$ cat src/rtl/branch_target_buffer.sv
// Direct-mapped, tagged branch target buffer with 2-bit saturating direction
// counters. Lookup is combinational on fetch_pc_i; training happens on the
// rising edge from one resolved control-flow instruction per cycle.
// Optional macro BTB_BYPASS_EN forwards a same-cycle update to a lookup of the
// same index so tight loops do not see a one-cycle stale prediction.
module branch_target_buffer #(
   parameter int IDX_W = 4,
   parameter int TAG_W = 26
) (
   input  logic        clk,
   input  logic        rst,
   input  logic [31:0] fetch_pc_i,
   output logic        btb_hit,
   output logic [31:0] btb_pre_pc,
   output logic        predict_taken,
   input  logic        execute_valid_i,
   input  logic [31:0] execute_pc_i,
   input  logic        execute_is_branch_i,
   input  logic        execute_is_jump_i,
   input  logic        execute_branch_jump_i,
   input  logic [31:0] execute_target_i
);

   localparam int ENTRIES = 1 << IDX_W;

   typedef logic [IDX_W-1:0] idx_t;
   typedef logic [TAG_W-1:0] tag_t;

   // ctr: 00 strong not-taken, 01 weak not-taken, 10 weak taken, 11 strong taken
   typedef struct packed {
      logic        valid;
      tag_t        tag;
      logic [31:0] target;
      logic [1:0]  ctr;
   } entry_t;

   logic        valid_q  [ENTRIES];
   logic [1:0]  ctr_q    [ENTRIES];
   tag_t        tag_q    [ENTRIES];
   logic [31:0] target_q [ENTRIES];

   idx_t   ex_idx;
   tag_t   ex_tag;
   entry_t ex_old;
   logic   ex_match;
   entry_t entry_d;
   logic   upd_we;

   idx_t   f_idx;
   tag_t   f_tag;
   entry_t look;
   logic   hit;

   logic   unused_bits;

   // Decide whether the resolved instruction modifies its entry, and with what
   always_comb begin
      // NOTE: every output of this block gets a default before any branch so
      // no path leaves a value unassigned; that is what keeps it latch-free.
      ex_idx   = execute_pc_i[IDX_W+1:2];
      ex_tag   = execute_pc_i[IDX_W+1+TAG_W:IDX_W+2];
      ex_old.valid  = valid_q[ex_idx];
      ex_old.tag    = tag_q[ex_idx];
      ex_old.target = target_q[ex_idx];
      ex_old.ctr    = ctr_q[ex_idx];
      ex_match = ex_old.valid && (ex_old.tag == ex_tag);
      entry_d  = ex_old;
      upd_we   = 1'b0;
      if (!rst && execute_valid_i) begin
         if (execute_is_branch_i) begin
            if (ex_match) begin
               upd_we = 1'b1;
               if (execute_branch_jump_i) begin
                  entry_d.ctr    = (ex_old.ctr == 2'b11) ? 2'b11 : ex_old.ctr + 2'd1;
                  entry_d.target = execute_target_i;
               end else begin
                  entry_d.ctr    = (ex_old.ctr == 2'b00) ? 2'b00 : ex_old.ctr - 2'd1;
               end
            end else if (execute_branch_jump_i) begin
               // Allocate: a taken branch evicts whatever occupied the slot
               upd_we         = 1'b1;
               entry_d.valid  = 1'b1;
               entry_d.tag    = ex_tag;
               entry_d.target = execute_target_i;
               entry_d.ctr    = 2'b10;
            end
         end else if (execute_is_jump_i) begin
            upd_we         = 1'b1;
            entry_d.valid  = 1'b1;
            entry_d.tag    = ex_tag;
            entry_d.target = execute_target_i;
            entry_d.ctr    = 2'b11;
         end
      end
   end

   // Valid bits and counters: cleared on reset, written on an applied update
   always_ff @(posedge clk) begin
      // NOTE: non-blocking assignments here so every register samples the
      // pre-edge values regardless of statement order.
      if (rst) begin
         for (int i = 0; i < ENTRIES; i++) begin
            valid_q[i] <= 1'b0;
            ctr_q[i]   <= 2'b01;
         end
      end else if (upd_we) begin
         valid_q[ex_idx] <= entry_d.valid;
         ctr_q[ex_idx]   <= entry_d.ctr;
      end
   end

   // Tag and target payload: written on update only
   always_ff @(posedge clk) begin
      // NOTE: payload arrays carry no reset; a cleared valid bit already hides
      // them, and leaving reset off lets them map onto plain RAM.
      if (upd_we) begin
         tag_q[ex_idx]    <= entry_d.tag;
         target_q[ex_idx] <= entry_d.target;
      end
   end

   // Combinational lookup on the fetch PC, optionally forwarding this cycle's update
   always_comb begin
      f_idx       = fetch_pc_i[IDX_W+1:2];
      f_tag       = fetch_pc_i[IDX_W+1+TAG_W:IDX_W+2];
      look.valid  = valid_q[f_idx];
      look.tag    = tag_q[f_idx];
      look.target = target_q[f_idx];
      look.ctr    = ctr_q[f_idx];
`ifdef BTB_BYPASS_EN
      if (upd_we && (ex_idx == f_idx)) begin
         look = entry_d;
      end
`endif
      hit           = !rst && look.valid && (look.tag == f_tag);
      btb_hit       = hit;
      predict_taken = hit && look.ctr[1];
      btb_pre_pc    = hit ? look.target : 32'h0;
   end

   // Byte-offset PC bits and the weak/strong counter bit never steer the lookup
   assign unused_bits = ^{fetch_pc_i, execute_pc_i, look.ctr[0]};

endmodule

$ cat config.mk
export PLATFORM = sky130hd
export DESIGN_NAME = branch_target_buffer
export DESIGN_NICKNAME = d
export VERILOG_FILES = /design/src/rtl/branch_target_buffer.sv
export SDC_FILE = /design/constraint.sdc
export NUM_CORES = 1
export LEC_CHECK = 0
export CORE_MARGIN = 3
export CORE_UTILIZATION = 40
export DETAILED_ROUTE_END_ITERATION = 7
export GPL_TIMING_DRIVEN = 0
export HOLD_SLACK_MARGIN = 0.1
export SYNTH_ARGS = -nofsm -noshare
export SYNTH_HDL_FRONTEND = slang
export SYNTH_SLANG_ARGS = --single-unit
$ cat constraint.sdc
create_clock -name clk -period 16 [get_ports clk]
set_input_delay 4.8 -clock clk [delete_from_list [all_inputs] [get_ports clk]]
set_output_delay 4.8 -clock clk [all_outputs]
set_load 0.02 [all_outputs]
==> results of run 1 <==
-- sequential cells by signal, indices dropped and copies added, names as in the netlist --
name	flops
valid_q	16
tag_q	416
ctr_q	32
target_q	512
-- area by class of cell --
class	count	share of cell area, %
diodes	3	0.0147
plain buffers	153	1.51
clock buffers	121	5.19
clock inverters	66	1.33
inverters	11	0.0810
multi-input cells	982	26.1
flip-flops and latches	976	57.5
well taps	1403	3.44
repair buffers	216	4.81
-- power by group through the flow --
stage	registers (W)	logic, W	clock network, W
after floorplan	0.00291	0.000264	0
after global placement	0.00291	0.000429	0
after detailed placement	0.00291	0.000443	0
after CTS	0.00286	0.000444	0.00240
after global routing	0.00286	0.000466	0.00251
final	0.00286	0.000447	0.00236
-- worst paths after layout --
kind | start | endpoint | slack, ns | cells past startpoint
worst max-delay path | fetch_pc_i[2] | btb_pre_pc[20] | 0.70 | 13
worst min-delay path | tag_q[4][24] | tag_q[1][24] | 1.18 | 3
worst max register to register | tag_q[14][10] | tag_q[8][12] | 10.32 | 10
worst min register to register | tag_q[4][24] | tag_q[1][24] | 1.18 | 3
-- metal layers --
metal / vias to the layer above / wire (um) / track usage [%]
met2: 1458 / 65000 / 39.2
met4: 0 / 5270 / 8.71
li1: 9684 / - / -
met3: 264 / 12600 / 4.71
met5: - / 0 / 0
met1: 13100 / 51000 / 31.9
-- critical path, cell delays in order --
cell and delay, ns:
clkbuf_1 0.21, buf_2 0.44, buf_1 0.90, mux4_2 0.63, mux4_2 0.54, xnor2_1 0.17
nand3_1 0.31, nor3_1 0.75, nand4_1 0.18, buf_4 0.24, clkbuf_1 0.33, nor2b_1 0.29
clkdlybuf4s50_1 0.68
-- logic make-up (layout without fill, tap and decap cells) --
kind of cell | Yosys count | count (layout) | share of synthesized area (%)
AO/OA/AOI/OAI | 122 | 122 | 2.19
adder cells (fa/ha/maj) | 1 | 1 | 0.0231
other | 0 | 3 | 0
flip-flops | 976 | 976 | 67.7
XOR/XNOR | 58 | 58 | 1.17
multiplexers | 532 | 532 | 23.5
buffers and inverters | 164 | 567 | 1.86
AND/OR/NAND/NOR | 269 | 269 | 3.56
-- cell usage after synthesis (all sizes together), types with 6 or more instances --
library cell  number  share of area [%]
mux4             379                 20
nand3              9               0.10
a31oi              7               0.10
nand2             44               0.38
clkbuf            80               0.70
xnor2             38               0.77
nand4             23               0.33
xor2              20               0.40
mux2              28               0.88
a31o              16               0.32
a211oi             8               0.15
and2              35               0.51
buf               73                1.1
inv               10              0.087
nor4b             16               0.37
mux2i            125                2.9
nor2              21               0.18
nor3              23               0.27
nand2b             6              0.087
edfxtp           976                 68
and3              38               0.55
a22oi             37               0.64
o21ai             10               0.14
a21oi             17               0.20
nor2b             42               0.61
-- timing repair --
item	4_1_cts	5_1_grt
setup buffers	3	0
endpoints found under the setup margin	33	0
resized for setup	0	0
-- stage by stage --
step | setup TNS (ns) | instance area (um^2) | power, W | std cells
6_report | 0 | 51000 | 0.00567 | 3931
3_5_place_dp | -3.21 | 47600 | 0.00335 | 3738
5_1_grt | 0 | 51000 | 0.00583 | 3928
2_1_floorplan | 0 | 43300 | 0.00317 | 2122
4_1_cts | 0 | 51000 | 0.00570 | 3928
3_3_place_gp | -27.49 | 46300 | 0.00334 | 3649
==> out/metrics.cfg, run 1 <==
[setup_path]
path_max_fanout = 10
cp_data_arrival_time_ns = 10.50
critPathLaunchType = input pin
end_kind = output port
critPathKind = input pin to output port
cp.required_ns = 11.20

[place]
gp_congestion = 0.937
place_hpwl_um = 91800
port-buffer-count = 124
pre_cts_slack_ns = -0.332

[floorplan]
start_util_pct = 40.4
die_w_um = 335
core_area_um2 = 107000
die-area_um2 = 112000
boundaryPins = 136
placementRows = 120
die_y_um = 335

[min_path]
hold_class = register to register

[pwr]
powerDensity_nw_per_um2 = 111
power.internal_w = 0.00437
power.switching_w = 0.00130
p_clk_share_pct = 41.7
switching_share_pct = 22.9
power_frac_comb_pct = 7.9
leakagePower_nw = 15.2
p_seq_share_pct = 50.4
vdd_drop_max_uv = 88.3

[global_route]
grt_pass1_wl_um = 189000
antenna_found_initial = 3
grt_overflow = 0
track_usage_pct = 23.9
grt_pass1_vias = 24900
grt_max_degree = 21

[sta]
max_freq_ghz = 0.0653
skew_ns = 0.0411
finalHoldViolations = 0
rsz0062_at_grt = no
layout_setup_ws_ns = 0.696
period_share_pct = 95.6
period_needed_ns = 15.30
drv_slew = 0
max_slew.worst_pin.slew_ns = 1.36
holdWs_ns = 1.18
slew_headroom_pct = 9.18
finalSetupViolations = 0

[cts]
clk_root_buffer_cell = clkbuf_16
cts_buffers = 102
htreeDepth = 3
insertion_delay_ns = 0.69
clk_pin_slew_ns = 0.06
cts_buffer_depth = 3
cts.sinks = 976
cts_tree = built
cts_hold_buf = 0

[layout]
area_growth_pct = 17.6
final_common_cell = edfxtp_1
fin_util_pct = 47.5
final_cell_mix = 976 x edfxtp_1, 371 x mux4_2, 125 x mux2i_1, 124 x clkdlybuf4s50_1, 103 x clkbuf_16
seq_area_um2 = 29300
final_nets = 2544
multi_input_area_um2 = 13300
drive_gt1_share_pct = 29.6
fillerInstances = 8858

[synthesis]
synth-edff-count = 976
synth-seq-area-share_pct = 67.7
synth_nets = 2224
ys.flop_type = edfxtp_1
synth_cells = 2122
yosys_warnings = 0
netlist_area_um2 = 43300
yosysUniqueCellTypes = 66
avgSynthCellArea_um2 = 20.4
yosys_register_bits = 976
synthArstFlopShare_pct = 0

[routing]
ant_nets = 0
viasPerCell = 6.22
wirelength_um = 134000
drc = 0
vias = 24500
dr.first_iter.drc_count = 2935
first_pass_iters = 5
wire_per_inst_um = 34.1

[run]
max_cap_viol_count = 0

[run_status]
status = finished clean

No activity file was read; power rests on OpenSTA's default activity.
==> inputs of run 2 (changes only) <==
Settings changed: CORE_UTILIZATION 40 to 60, PLACE_DENSITY from default to 0.78, SKIP_CTS_REPAIR_TIMING from default to 1.
==> run 2 against run 1 <==
Compared with the run above:
- sequential cell count did not move
- maximum frequency is 3.3% lower
- sequential share of layout area up 0.84 points
- register-to-register slack better by 0.19 ns
- total power grew 0.48%
- sequential power hardly changed
- clock skew is 0.021 ns lower
- critical path type unchanged
- highest routed layer is now met5
==> out/metrics.cfg, run 2 (same netlist as run 1, synthesis figures left out) <==
[run_status]
status = finished clean  ; unchanged

[global_route]
antenna_found_initial = 3  ; unchanged
track_usage_pct = 35.7  ; was 23.9%
grt_pass1_vias = 25600  ; was 24900
grt_pass1_wl_um = 186000  ; was 189000 um
grt_max_degree = 21  ; unchanged
grt_overflow = 0  ; unchanged

[setup_path]
path_common_cell = clkbuf_1
end_kind = output port  ; unchanged
cp.required_ns = 11.20  ; about the same
path_cells = clkbuf_1 > clkbuf_2 > buf_1 > mux4_2 > a211oi_1 > a21oi_1 > xor2_1 > nor4_1 > nand4_1 > clkbuf_1 > nor2b_1 > clkdlybuf4s50_1  ; was clkbuf_1 > buf_2 > buf_1 > mux4_2 > mux4_2 > xnor2_1 > nand3_1 > nor3_1 > nand4_1 > buf_4 > clkbuf_1 > nor2b_1 > clkdlybuf4s50_1
crit_family = buffers and inverters  ; unchanged
cp_data_arrival_time_ns = 11.03  ; was 10.50 ns
critPathLaunchType = input pin  ; unchanged
cpMaxStageDelayCell = buf_1  ; unchanged
max_stage_delay_ns = 1.04  ; was 0.90 ns
cp.buffers_inverters = 5  ; was 6
r2r_slack_ns = 10.51  ; was 10.32 ns
critPathKind = input pin to output port  ; unchanged
path_max_fanout = 10  ; unchanged

[sta]
finalSetupViolations = 0  ; unchanged
skew_ns = 0.0205  ; was 0.0411 ns
setup_tns_ns = 0  ; unchanged
period_needed_ns = 15.83  ; was 15.30 ns
holdWs_ns = 1.19  ; was 1.18 ns
max_slew.worst_pin.slew_ns = 1.43  ; was 1.36 ns
max_freq_ghz = 0.0632  ; was 0.0653 GHz
period_share_pct = 98.9  ; was 95.6%
slew_headroom_pct = 4.89  ; was 9.18%
rsz0062_at_grt = no  ; unchanged
drv_slew = 0  ; unchanged
finalHoldViolations = 0  ; unchanged

[routing]
ant_nets = 0  ; unchanged
drc = 0  ; unchanged
wirelength_um = 133000  ; was 134000 um
vias = 25600  ; was 24500
wire_per_inst_um = 38.5  ; was 34.1 um
first_pass_iters = 6  ; was 5
viasPerCell = 7.43  ; was 6.22
dr.first_iter.drc_count = 4278  ; was 2935

[floorplan]
core_area_um2 = 70800  ; was 107000 um^2
placementRows = 97  ; was 120
die-area_um2 = 75500  ; was 112000 um^2
die_y_um = 275  ; was 335 um
start_util_pct = 61.2  ; was 40.4%
boundaryPins = 136  ; unchanged
die_w_um = 275  ; was 335 um

[pwr]
powerDensity_nw_per_um2 = 113  ; was 111 nW/um^2
power_frac_comb_pct = 7.8  ; was 7.9%
p_seq_share_pct = 50.2  ; was 50.4%
vdd_drop_max_uv = 101  ; was 88.3 uV
power.internal_w = 0.00442  ; was 0.00437 W
power.switching_w = 0.00128  ; was 0.00130 W
switching_share_pct = 22.4  ; was 22.9%
p_clk_share_pct = 42.0  ; was 41.7%
leakagePower_nw = 15.1  ; was 15.2 nW

[cts]
cts.sinks = 976  ; unchanged
cts_buffers = 97  ; was 102
insertion_delay_ns = 0.68  ; was 0.69 ns
cts_tree = built  ; unchanged
clk_root_buffer_cell = clkbuf_16  ; unchanged
cts_buffer_depth = 3  ; unchanged
clk_pin_slew_ns = 0.06  ; about the same
htreeDepth = 3  ; unchanged

[layout]
final_nets = 2526  ; was 2544
fin_util_pct = 71.0  ; was 47.5%
final_cell_mix = 976 x edfxtp_1, 371 x mux4_2, 125 x mux2i_1, 124 x clkdlybuf4s50_1  ; was 976 x edfxtp_1, 371 x mux4_2, 125 x mux2i_1, 124 x clkdlybuf4s50_1, 103 x clkbuf_16
drive_gt1_share_pct = 29.0  ; was 29.6%
regMostFlops = target_q  ; unchanged
largest_registers = target_q x512, tag_q x416, ctr_q x32  ; unchanged
area_growth_pct = 15.9  ; was 17.6%
antenna_cells = 0  ; was 3
final_common_cell = edfxtp_1  ; unchanged
largest_reg_flops = 512  ; unchanged

[place]
gp_congestion = 0.976  ; was 0.937
port-buffer-count = 124  ; unchanged
place_hpwl_um = 86500  ; was 91800 um

[run]
max_cap_viol_count = 0  ; unchanged

[min_path]
hold_class = register to register  ; unchanged

## run 2: cell count changes in the layout (fill, tap and decap cells not counted), sizes merged
cell / before / now
clkinvlp: 6 / 5
clkbuf: 201 / 198
clkinv: 46 / 38
diode: 3 / 0
buf: 165 / 150
bufinv: 10 / 17
## run 2: area by class of cell
| cell class | instances | area [um^2] |
|---|---|---|
| flip-flops and latches | 976 | 29300 |
| fillers | 4122 | 20500 |
| multi-input cells | 982 | 13300 |
| clock buffers | 116 | 2500 |
| repair buffers | 203 | 2300 |
| well taps | 940 | 1180 |
| clock inverters | 64 | 833 |
| plain buffers | 153 | 768 |
| inverters | 11 | 41.3 |
## run 2: through the flow
step                      std cells  area, um^2  setup WS (ns)  power [W]
after floorplan                2122       43300           3.19    0.00317
after global placement         3186       45700       -0.00756    0.00333
after detailed placement       3265       46900        -0.0373    0.00334
after CTS                      3445       50200        -0.0381    0.00569
after global routing           3445       50200          0.176    0.00581
final                          3445       50200          0.168    0.00570
## run 2: path summary, 6_finish.rpt
check                           depth (start not counted)             end          start
worst max-delay path                                   12  btb_pre_pc[17]  fetch_pc_i[4]
worst min-delay path                                    4    tag_q[4][18]  tag_q[12][18]
worst max register to register                         10   tag_q[15][21]  tag_q[10][22]
worst min register to register                          4    tag_q[4][18]  tag_q[12][18]
## run 2: tightest hold or removal path, stage by stage, from the launching register on
cell,delay [ns]
edfxtp_1,0.34
mux4_2,0.23
mux2i_1,0.09
mux2i_1,0.13
mux2_4,0.26
## run 2: metal layers
layer	vias to the layer above	track usage [%]	part of all wire, %
met3	471	10.3	13
met4	6	17.0	5.6
met5	-	0	0.034
li1	9634	-	-
met1	13200	47.3	34
met2	2269	55.4	47
## run 2: power groups by stage
stage	Sequential, W	Combinational, W	Clock [W]
2_1_floorplan	0.00291	0.000264	0
3_3_place_gp	0.00291	0.000416	0
3_5_place_dp	0.00291	0.000431	0
4_1_cts	0.00286	0.000436	0.00240
5_1_grt	0.00286	0.000460	0.00250
6_report	0.00286	0.000446	0.00239
